[src/rtl/px_rect_fill_if.sv]
// ---------------------------------------------------------------------------
// px_rect_fill_if
// Command channel for the rectangle filler: a valid/ready handshake carrying
// one fill request (position, size, colour, frame-sync flag).
//   cmd_valid  : requester offers a command
//   cmd_ready  : filler can accept a command
//   cmd_x      : left edge, pixels      (9 bits)
//   cmd_y      : top edge, lines        (8 bits)
//   cmd_w      : width, pixels          (9 bits)
//   cmd_h      : height, lines          (8 bits)
//   cmd_color  : R3G3B2 fill value      (8 bits)
//   cmd_sync   : wait for the next frameDrawn pulse before filling
// master = command source, slave = px_rect_fill.
// ---------------------------------------------------------------------------
interface px_rect_fill_if;
  logic       cmd_valid;
  logic       cmd_ready;
  logic [8:0] cmd_x;
  logic [7:0] cmd_y;
  logic [8:0] cmd_w;
  logic [7:0] cmd_h;
  logic [7:0] cmd_color;
  logic       cmd_sync;

  modport master (
    output cmd_valid, cmd_x, cmd_y, cmd_w, cmd_h, cmd_color, cmd_sync,
    input  cmd_ready
  );

  modport slave (
    input  cmd_valid, cmd_x, cmd_y, cmd_w, cmd_h, cmd_color, cmd_sync,
    output cmd_ready
  );
endinterface

[src/rtl/px_rect_fill.sv]
// ---------------------------------------------------------------------------
// px_rect_fill
// Fills an axis-aligned rectangle of the pixel VRAM with a constant colour,
// one pixel per clock in raster order. Pixels outside the SCR_W x SCR_H plane
// are clipped (no write) but still take their cycle.
// Ports:
//   clk, reset    : clock, asynchronous active-high reset
//   cmd           : command channel (px_rect_fill_if.slave)
//   abort         : drop the current command (WAITSYNC/FILL only)
//   frameDrawn    : one-cycle end-of-frame pulse
//   vramPX_addr/d/we : VRAM write port (addr/data hold when not writing)
//   busy          : command in progress
//   done          : one-cycle completion pulse
// ---------------------------------------------------------------------------
module px_rect_fill #(
  parameter int SCR_W = 320,
  parameter int SCR_H = 240
) (
  input  logic              clk,
  input  logic              reset,
  px_rect_fill_if.slave     cmd,
  input  logic              abort,
  input  logic              frameDrawn,
  output logic [16:0]       vramPX_addr,
  output logic [7:0]        vramPX_d,
  output logic              vramPX_we,
  output logic              busy,
  output logic              done
);

  localparam logic [9:0]  SCR_W_L  = 10'(SCR_W);
  localparam logic [8:0]  SCR_H_L  = 9'(SCR_H);
  localparam logic [17:0] SCR_W_18 = 18'(SCR_W);

  typedef enum logic [1:0] {
    S_IDLE     = 2'd0,
    S_WAITSYNC = 2'd1,
    S_FILL     = 2'd2,
    S_DONE     = 2'd3
  } state_t;

  // y * SCR_W as a sum of shifted copies of y, one per set bit of SCR_W
  // (y<<8 + y<<6 for 320); SCR_W is constant so this folds to adders.
  function automatic logic [17:0] row_base(input logic [7:0] y);
    logic [17:0] acc;
    acc = 18'd0;
    for (int i = 0; i < 18; i++) begin
      if (SCR_W[i]) acc = acc + (18'(y) << i);
      else          acc = acc;
    end
    return acc;
  endfunction

  state_t      r_state;
  state_t      w_state_nxt;
  logic [8:0]  r_x;
  logic [7:0]  r_color;
  logic [9:0]  r_col;        // current column, wide enough that x+w never wraps
  logic [8:0]  r_row;        // current row, wide enough that y+h never wraps
  logic [9:0]  r_col_last;
  logic [8:0]  r_row_last;
  logic [17:0] r_row_base;   // r_row * SCR_W, kept by repeated addition
  logic [16:0] r_addr_hold;
  logic [7:0]  r_d_hold;

  logic        w_accept;
  logic        w_row_end;
  logic        w_last_pix;
  logic        w_in_bounds;
  logic        w_we;
  logic [16:0] w_addr;

  // Handshake, position decode and write-port outputs.
  always_comb begin
    w_accept    = (r_state == S_IDLE) && cmd.cmd_valid;
    w_row_end   = (r_col == r_col_last);
    w_last_pix  = w_row_end && (r_row == r_row_last);
    w_in_bounds = (r_col < SCR_W_L) && (r_row < SCR_H_L);
    // abort suppresses the write in the very cycle it is seen
    w_we        = (r_state == S_FILL) && !abort && w_in_bounds;
    w_addr      = r_row_base[16:0] + {7'd0, r_col};
    cmd.cmd_ready = (r_state == S_IDLE);
    busy        = (r_state != S_IDLE);
    done        = (r_state == S_DONE);
    vramPX_we   = w_we;
    if (w_we) begin
      vramPX_addr = w_addr;
      vramPX_d    = r_color;
    end else begin
      vramPX_addr = r_addr_hold;
      vramPX_d    = r_d_hold;
    end
  end

  // Next-state logic.
  always_comb begin
    w_state_nxt = r_state;
    case (r_state)
      S_IDLE: begin
        if (w_accept) begin
          if ((cmd.cmd_w == 9'd0) || (cmd.cmd_h == 8'd0)) w_state_nxt = S_DONE;
          else if (cmd.cmd_sync)                           w_state_nxt = S_WAITSYNC;
          else                                             w_state_nxt = S_FILL;
        end else begin
          w_state_nxt = S_IDLE;
        end
      end
      S_WAITSYNC: begin
        if (abort)           w_state_nxt = S_IDLE;
        else if (frameDrawn) w_state_nxt = S_FILL;
        else                 w_state_nxt = S_WAITSYNC;
      end
      S_FILL: begin
        if (abort)           w_state_nxt = S_IDLE;
        else if (w_last_pix) w_state_nxt = S_DONE;
        else                 w_state_nxt = S_FILL;
      end
      S_DONE:  w_state_nxt = S_IDLE;
      default: w_state_nxt = S_IDLE;
    endcase
  end

  // State register.
  always_ff @(posedge clk or posedge reset) begin
    if (reset) r_state <= S_IDLE;
    else       r_state <= w_state_nxt;
  end

  // Command capture and raster walk.
  always_ff @(posedge clk or posedge reset) begin
    if (reset) begin
      r_x        <= 9'd0;
      r_color    <= 8'd0;
      r_col      <= 10'd0;
      r_row      <= 9'd0;
      r_col_last <= 10'd0;
      r_row_last <= 9'd0;
      r_row_base <= 18'd0;
    end else if (w_accept) begin
      r_x        <= cmd.cmd_x;
      r_color    <= cmd.cmd_color;
      r_col      <= {1'b0, cmd.cmd_x};
      r_row      <= {1'b0, cmd.cmd_y};
      // Only meaningful for non-empty rectangles; empty ones go to DONE.
      r_col_last <= {1'b0, cmd.cmd_x} + {1'b0, cmd.cmd_w} - 10'd1;
      r_row_last <= {1'b0, cmd.cmd_y} + {1'b0, cmd.cmd_h} - 9'd1;
      r_row_base <= row_base(cmd.cmd_y);
    end else if ((r_state == S_FILL) && !abort) begin
      if (w_row_end) begin
        r_col      <= {1'b0, r_x};
        r_row      <= r_row + 9'd1;
        r_row_base <= r_row_base + SCR_W_18;
      end else begin
        r_col      <= r_col + 10'd1;
      end
    end
  end

  // Last written address/data, presented while the port is idle.
  always_ff @(posedge clk or posedge reset) begin
    if (reset) begin
      r_addr_hold <= 17'd0;
      r_d_hold    <= 8'd0;
    end else if (w_we) begin
      r_addr_hold <= w_addr;
      r_d_hold    <= r_color;
    end
  end

endmodule

[src/flat_wrapper.sv]
// flat-port wrapper written by rule: the top's interface ports become plain ports
module px_rect_fill_flat 
#(
  parameter int SCR_W = 320,
  parameter int SCR_H = 240
)
  (clk, reset, abort, frameDrawn, vramPX_addr, vramPX_d, vramPX_we, busy, done, cmd_cmd_valid, cmd_cmd_x, cmd_cmd_y, cmd_cmd_w, cmd_cmd_h, cmd_cmd_color, cmd_cmd_sync, cmd_cmd_ready);
  px_rect_fill_if cmd_i ();
  input  logic clk;
  input  logic reset;
  input  logic abort;
  input  logic frameDrawn;
  output logic [16:0] vramPX_addr;
  output logic [7:0] vramPX_d;
  output logic vramPX_we;
  output logic busy;
  output logic done;
  input wire logic [$bits(cmd_i.cmd_valid)-1:0] cmd_cmd_valid;
  input wire logic [$bits(cmd_i.cmd_x)-1:0] cmd_cmd_x;
  input wire logic [$bits(cmd_i.cmd_y)-1:0] cmd_cmd_y;
  input wire logic [$bits(cmd_i.cmd_w)-1:0] cmd_cmd_w;
  input wire logic [$bits(cmd_i.cmd_h)-1:0] cmd_cmd_h;
  input wire logic [$bits(cmd_i.cmd_color)-1:0] cmd_cmd_color;
  input wire logic [$bits(cmd_i.cmd_sync)-1:0] cmd_cmd_sync;
  output wire logic [$bits(cmd_i.cmd_ready)-1:0] cmd_cmd_ready;
  assign cmd_i.cmd_valid = cmd_cmd_valid;
  assign cmd_i.cmd_x = cmd_cmd_x;
  assign cmd_i.cmd_y = cmd_cmd_y;
  assign cmd_i.cmd_w = cmd_cmd_w;
  assign cmd_i.cmd_h = cmd_cmd_h;
  assign cmd_i.cmd_color = cmd_cmd_color;
  assign cmd_i.cmd_sync = cmd_cmd_sync;
  assign cmd_cmd_ready = cmd_i.cmd_ready;
  px_rect_fill #(.SCR_W(SCR_W), .SCR_H(SCR_H)) u_core (.clk(clk), .reset(reset), .cmd(cmd_i), .abort(abort), .frameDrawn(frameDrawn), .vramPX_addr(vramPX_addr), .vramPX_d(vramPX_d), .vramPX_we(vramPX_we), .busy(busy), .done(done));
endmodule
[config.mk]
export PLATFORM = sky130hd
export DESIGN_NAME = px_rect_fill_flat
export DESIGN_NICKNAME = d
export VERILOG_FILES = /design/src/rtl/px_rect_fill_if.sv /design/src/rtl/px_rect_fill.sv /design/src/flat_wrapper.sv
export SDC_FILE = /design/constraint.sdc
export NUM_CORES = 1
export LEC_CHECK = 0
export BUFFER_PORTS_ARGS = -buffer_cell sky130_fd_sc_hd__buf_2
export CAP_MARGIN = 30
export CORE_MARGIN = 1.5
export CORE_UTILIZATION = 60
export CTS_CLUSTER_SIZE = 25
export DETAILED_ROUTE_END_ITERATION = 7
export PLACE_DENSITY = 0.81
export SETUP_SLACK_MARGIN = 0.2
export SLEW_MARGIN = 30
export SYNTH_ARGS = -nofsm -noshare
export SYNTH_HDL_FRONTEND = slang
export SYNTH_SLANG_ARGS = --single-unit
[constraint.sdc]
create_clock -name clk -period 4.31 [get_ports clk]
set_input_delay 0.2155 -clock clk [delete_from_list [all_inputs] [get_ports clk]]
set_output_delay 0.2155 -clock clk [all_outputs]
set_load 0.03 [all_outputs]
==> flow_summary.ini <==
[yosys]
syn_area_sq_mm = 0.005939
avgSynthCellArea_sq_um = 8.852
synth_edf_count = 0
yosysTopAreaCell = dfrtp_1
synth_cells = 671
synthArstFlopShare_pct = 100.0
ys_warn_count = 0
yosys-top-cells-area = dfrtp_1, ha_1, nand2_1, inv_1, o21ai_0
synthFlopType = dfrtp_1
synth_nets = 767
yosys_register_bits = 93
yosysSeqAreaShare_pct = 39.18
ys_types = 60
yosysTopAreaCellShare_pct = 39.18

[placement]
numPortBuffers = 76
dp_hpwl_mm = 10.07
gp_congestion = 0.8773
dpl.cell_count = 859

[floorplanning]
fp-row-count = 36
io_pins = 77
die_h_microns = 102.5
start_util_pct = 61.33
die_w_microns = 102.5
core_sq_mm = 0.009684
dieArea_sq_mm = 0.01051

[power_and_ir_drop]
p_leak_nw = 3.404
p_per_area_mw_per_mm2 = 612.2
ir_drop_mv = 0.2803
p_total_mw = 4.047

[sta]
finalCriticalPeriod_ns = 3.083
rsz0062_at_grt = no
tightest_slew_ns = 0.7909
fmax_ghz = 0.3244
finalMaxSlewViolations = 0
setup_viol = 0
finalSetupTns_ns = 0
min_period_over_period_pct = 71.53
fin_skew_ns = 0.01891
hold_viol = 0
slew_headroom_pct = 47.09

[setup_path]
r2r_end = u_core.r_row[8]$_DFFE_PP0P_
reg2reg_from = u_core.r_col[8]$_DFFE_PP0P_
start_kind = flop
critical_path_buf_inv_count = 1
cp_slowest_cell = a211o_1
path_class = flop to output pin
r2r_slack_ns = 1.70
crit_chain = nor2_1 -> a211o_1 -> nor2_8 -> nand4_4 -> o21ai_0 -> buf_2
cp_max_fo = 36
crit_arrival_ns = 2.87
cp.required_ns = 4.09
r2r_cells = 6
critPathMaxStageDelay_ns = 0.52
end_kind = output pin
critPathTopFamily = compound AO/OA/AOI/OAI gates

[clock_network]
cts_root_buffer = clkbuf_8
htreeDepth = 3
cts_buffers = 9
cts_tree = done
clk_path_buf_depth = 2
hold_buffers = 0
clk_pin_slew_ns = 0.09
cts_setup_buffers = 0
clk_latency_ns = 0.38
clock-sinks = 93
cts_resized = 0

[global_route]
grt_max_degree = 54
antenna_found_initial = 0
grt_pass1_vias = 4803
overflow = 0
grt_pass1_wl_mm = 22.76
track_usage_pct = 27.79

[route]
wl_per_cell_microns = 15.45
dr.pass1.iters = 5
drc = 0
vias = 5018
ant_nets = 0
first_iter_violations = 487
via_per_inst = 5.728
totalWireLength_mm = 13.54

[worst_hold_path]
min_from = cmd_cmd_color[2]
hold_path_class = input pin to flop
hold_depth = 3
hold-path-endpoint = u_core.r_color[2]$_DFFE_PP0P_

[finish]
area_delta_synth_final_pct = 11.29
drive_gt1_share_pct = 16.29
final_cell_mix = nand2_1, dfrtp_1, inv_1
final_net_count = 834
final_common_cell = nand2_1
antenna_cells = 0
layout.cells.non_filler = 876

[flow_run]
cap_viol_max_count = 0

[outcome]
status = finished, final reports clean
how the worst max path moves through the flow:
stage | start | endpoint | cells past startpoint
floorplan | reset | u_core.r_addr_hold[0]$_DFF_PP0_ | 1
global placement | u_core.r_state[1]$_DFF_PP0_ | vramPX_d[6] | 6
detailed placement | u_core.r_state[1]$_DFF_PP0_ | vramPX_addr[16] | 6
CTS | u_core.r_state[1]$_DFF_PP0_ | vramPX_addr[16] | 6
global route | u_core.r_state[1]$_DFF_PP0_ | vramPX_addr[16] | 6
finish | u_core.r_state[1]$_DFF_PP0_ | vramPX_addr[16] | 6
power breakdown:
part | internal [mW] | switching [mW]
Combinational | 0.763 | 1.14
Clock | 0.271 | 0.308
Sequential | 1.22 | 0.340
synthesized netlist by cell type (2+ instances only):
| master | number |
|---|---|
| mux2_4 | 9 |
| a22oi_1 | 5 |
| o22ai_1 | 7 |
| a21oi_1 | 37 |
| xor2_1 | 25 |
| a31oi_1 | 6 |
| o21ai_1 | 7 |
| dfrtp_1 | 93 |
| buf_4 | 2 |
| nor4_1 | 7 |
| clkbuf_1 | 16 |
| o21bai_1 | 5 |
| nor2b_1 | 2 |
| buf_1 | 2 |
| and3_1 | 11 |
| fa_1 | 3 |
| and4_1 | 2 |
| o31ai_1 | 2 |
| mux2i_1 | 5 |
| inv_1 | 87 |
| buf_2 | 5 |
| mux2_2 | 7 |
| nor2_1 | 19 |
| or3_1 | 4 |
| o21ai_0 | 58 |
| a211oi_1 | 5 |
| nand3_1 | 14 |
| nand4_1 | 4 |
| xnor2_1 | 25 |
| and2_1 | 2 |
| o211ai_1 | 3 |
| nand2_1 | 100 |
| nor3_1 | 10 |
| ha_1 | 45 |
| o311ai_0 | 2 |
| a221o_1 | 2 |
| a21o_1 | 10 |
per-stage QoR:
stage	worst slack (ns)	hold slack (ns)	cell area, sq um	util (%)
floorplan	1.674	0.3209	5939	-
global placement	1.699	0.4058	6410	66.19
detailed placement	1.622	0.4133	6410	66.19
CTS	1.203	0.01621	6599	68.14
global route	1.008	0.03475	6610	68.26
finish	1.227	0.03592	6610	68.26
metal layers:
metal / up-vias / global-route usage (%) / share of wire (%)
met4: 0 / 8.641 / 1.6
met1: 2406 / 38.19 / 44
met3: 19 / 5.085 / 6.3
li1: 2421 / - / -
met2: 172 / 44.98 / 48
met5: - / 0 / 0
worst reg2reg max path, stage by stage, from the launching register on:
cell and delay (ns):
dfrtp_1 0.50, xor2_1 0.18, nor4_1 0.37, and4_1 0.63, o21ai_2 0.30, or3_1 0.41, a21oi_1 0.14
layout make-up:
class	instances	area (sq um)
Multi-Input combinational cell	465	3171
Fill cell	789	3074
Sequential cell	93	2327
Timing Repair Buffer	82	427.9
Inverter	87	329.1
Tap cell	133	166.4
Clock buffer	11	131.4
Clock inverter	5	57.56
flip-flops by register name, summed over array words and instances (netlist names):
signal and flops:
u_core.r_addr_hold 17, u_core.r_col 10, u_core.r_col_last 10, u_core.r_color 8
u_core.r_d_hold 8, u_core.r_row 9, u_core.r_row_base 11, u_core.r_row_last 9
u_core.r_state 2, u_core.r_x 9
cell families (layout without fill, tap and decap cells):
logic type      after synthesis  count (layout)  share of synthesized area, %
compound gates              164             164                         16.60
xor+xnor                     50              50                         7.373
fa+ha+maj                    48              48                         10.49
buf+inv                     113             185                         7.499
flops                        93              93                         39.18
mux                          21              21                         4.445
simple gates                182             182                         14.41
Note: power is estimated with default switching activity, not from simulation.
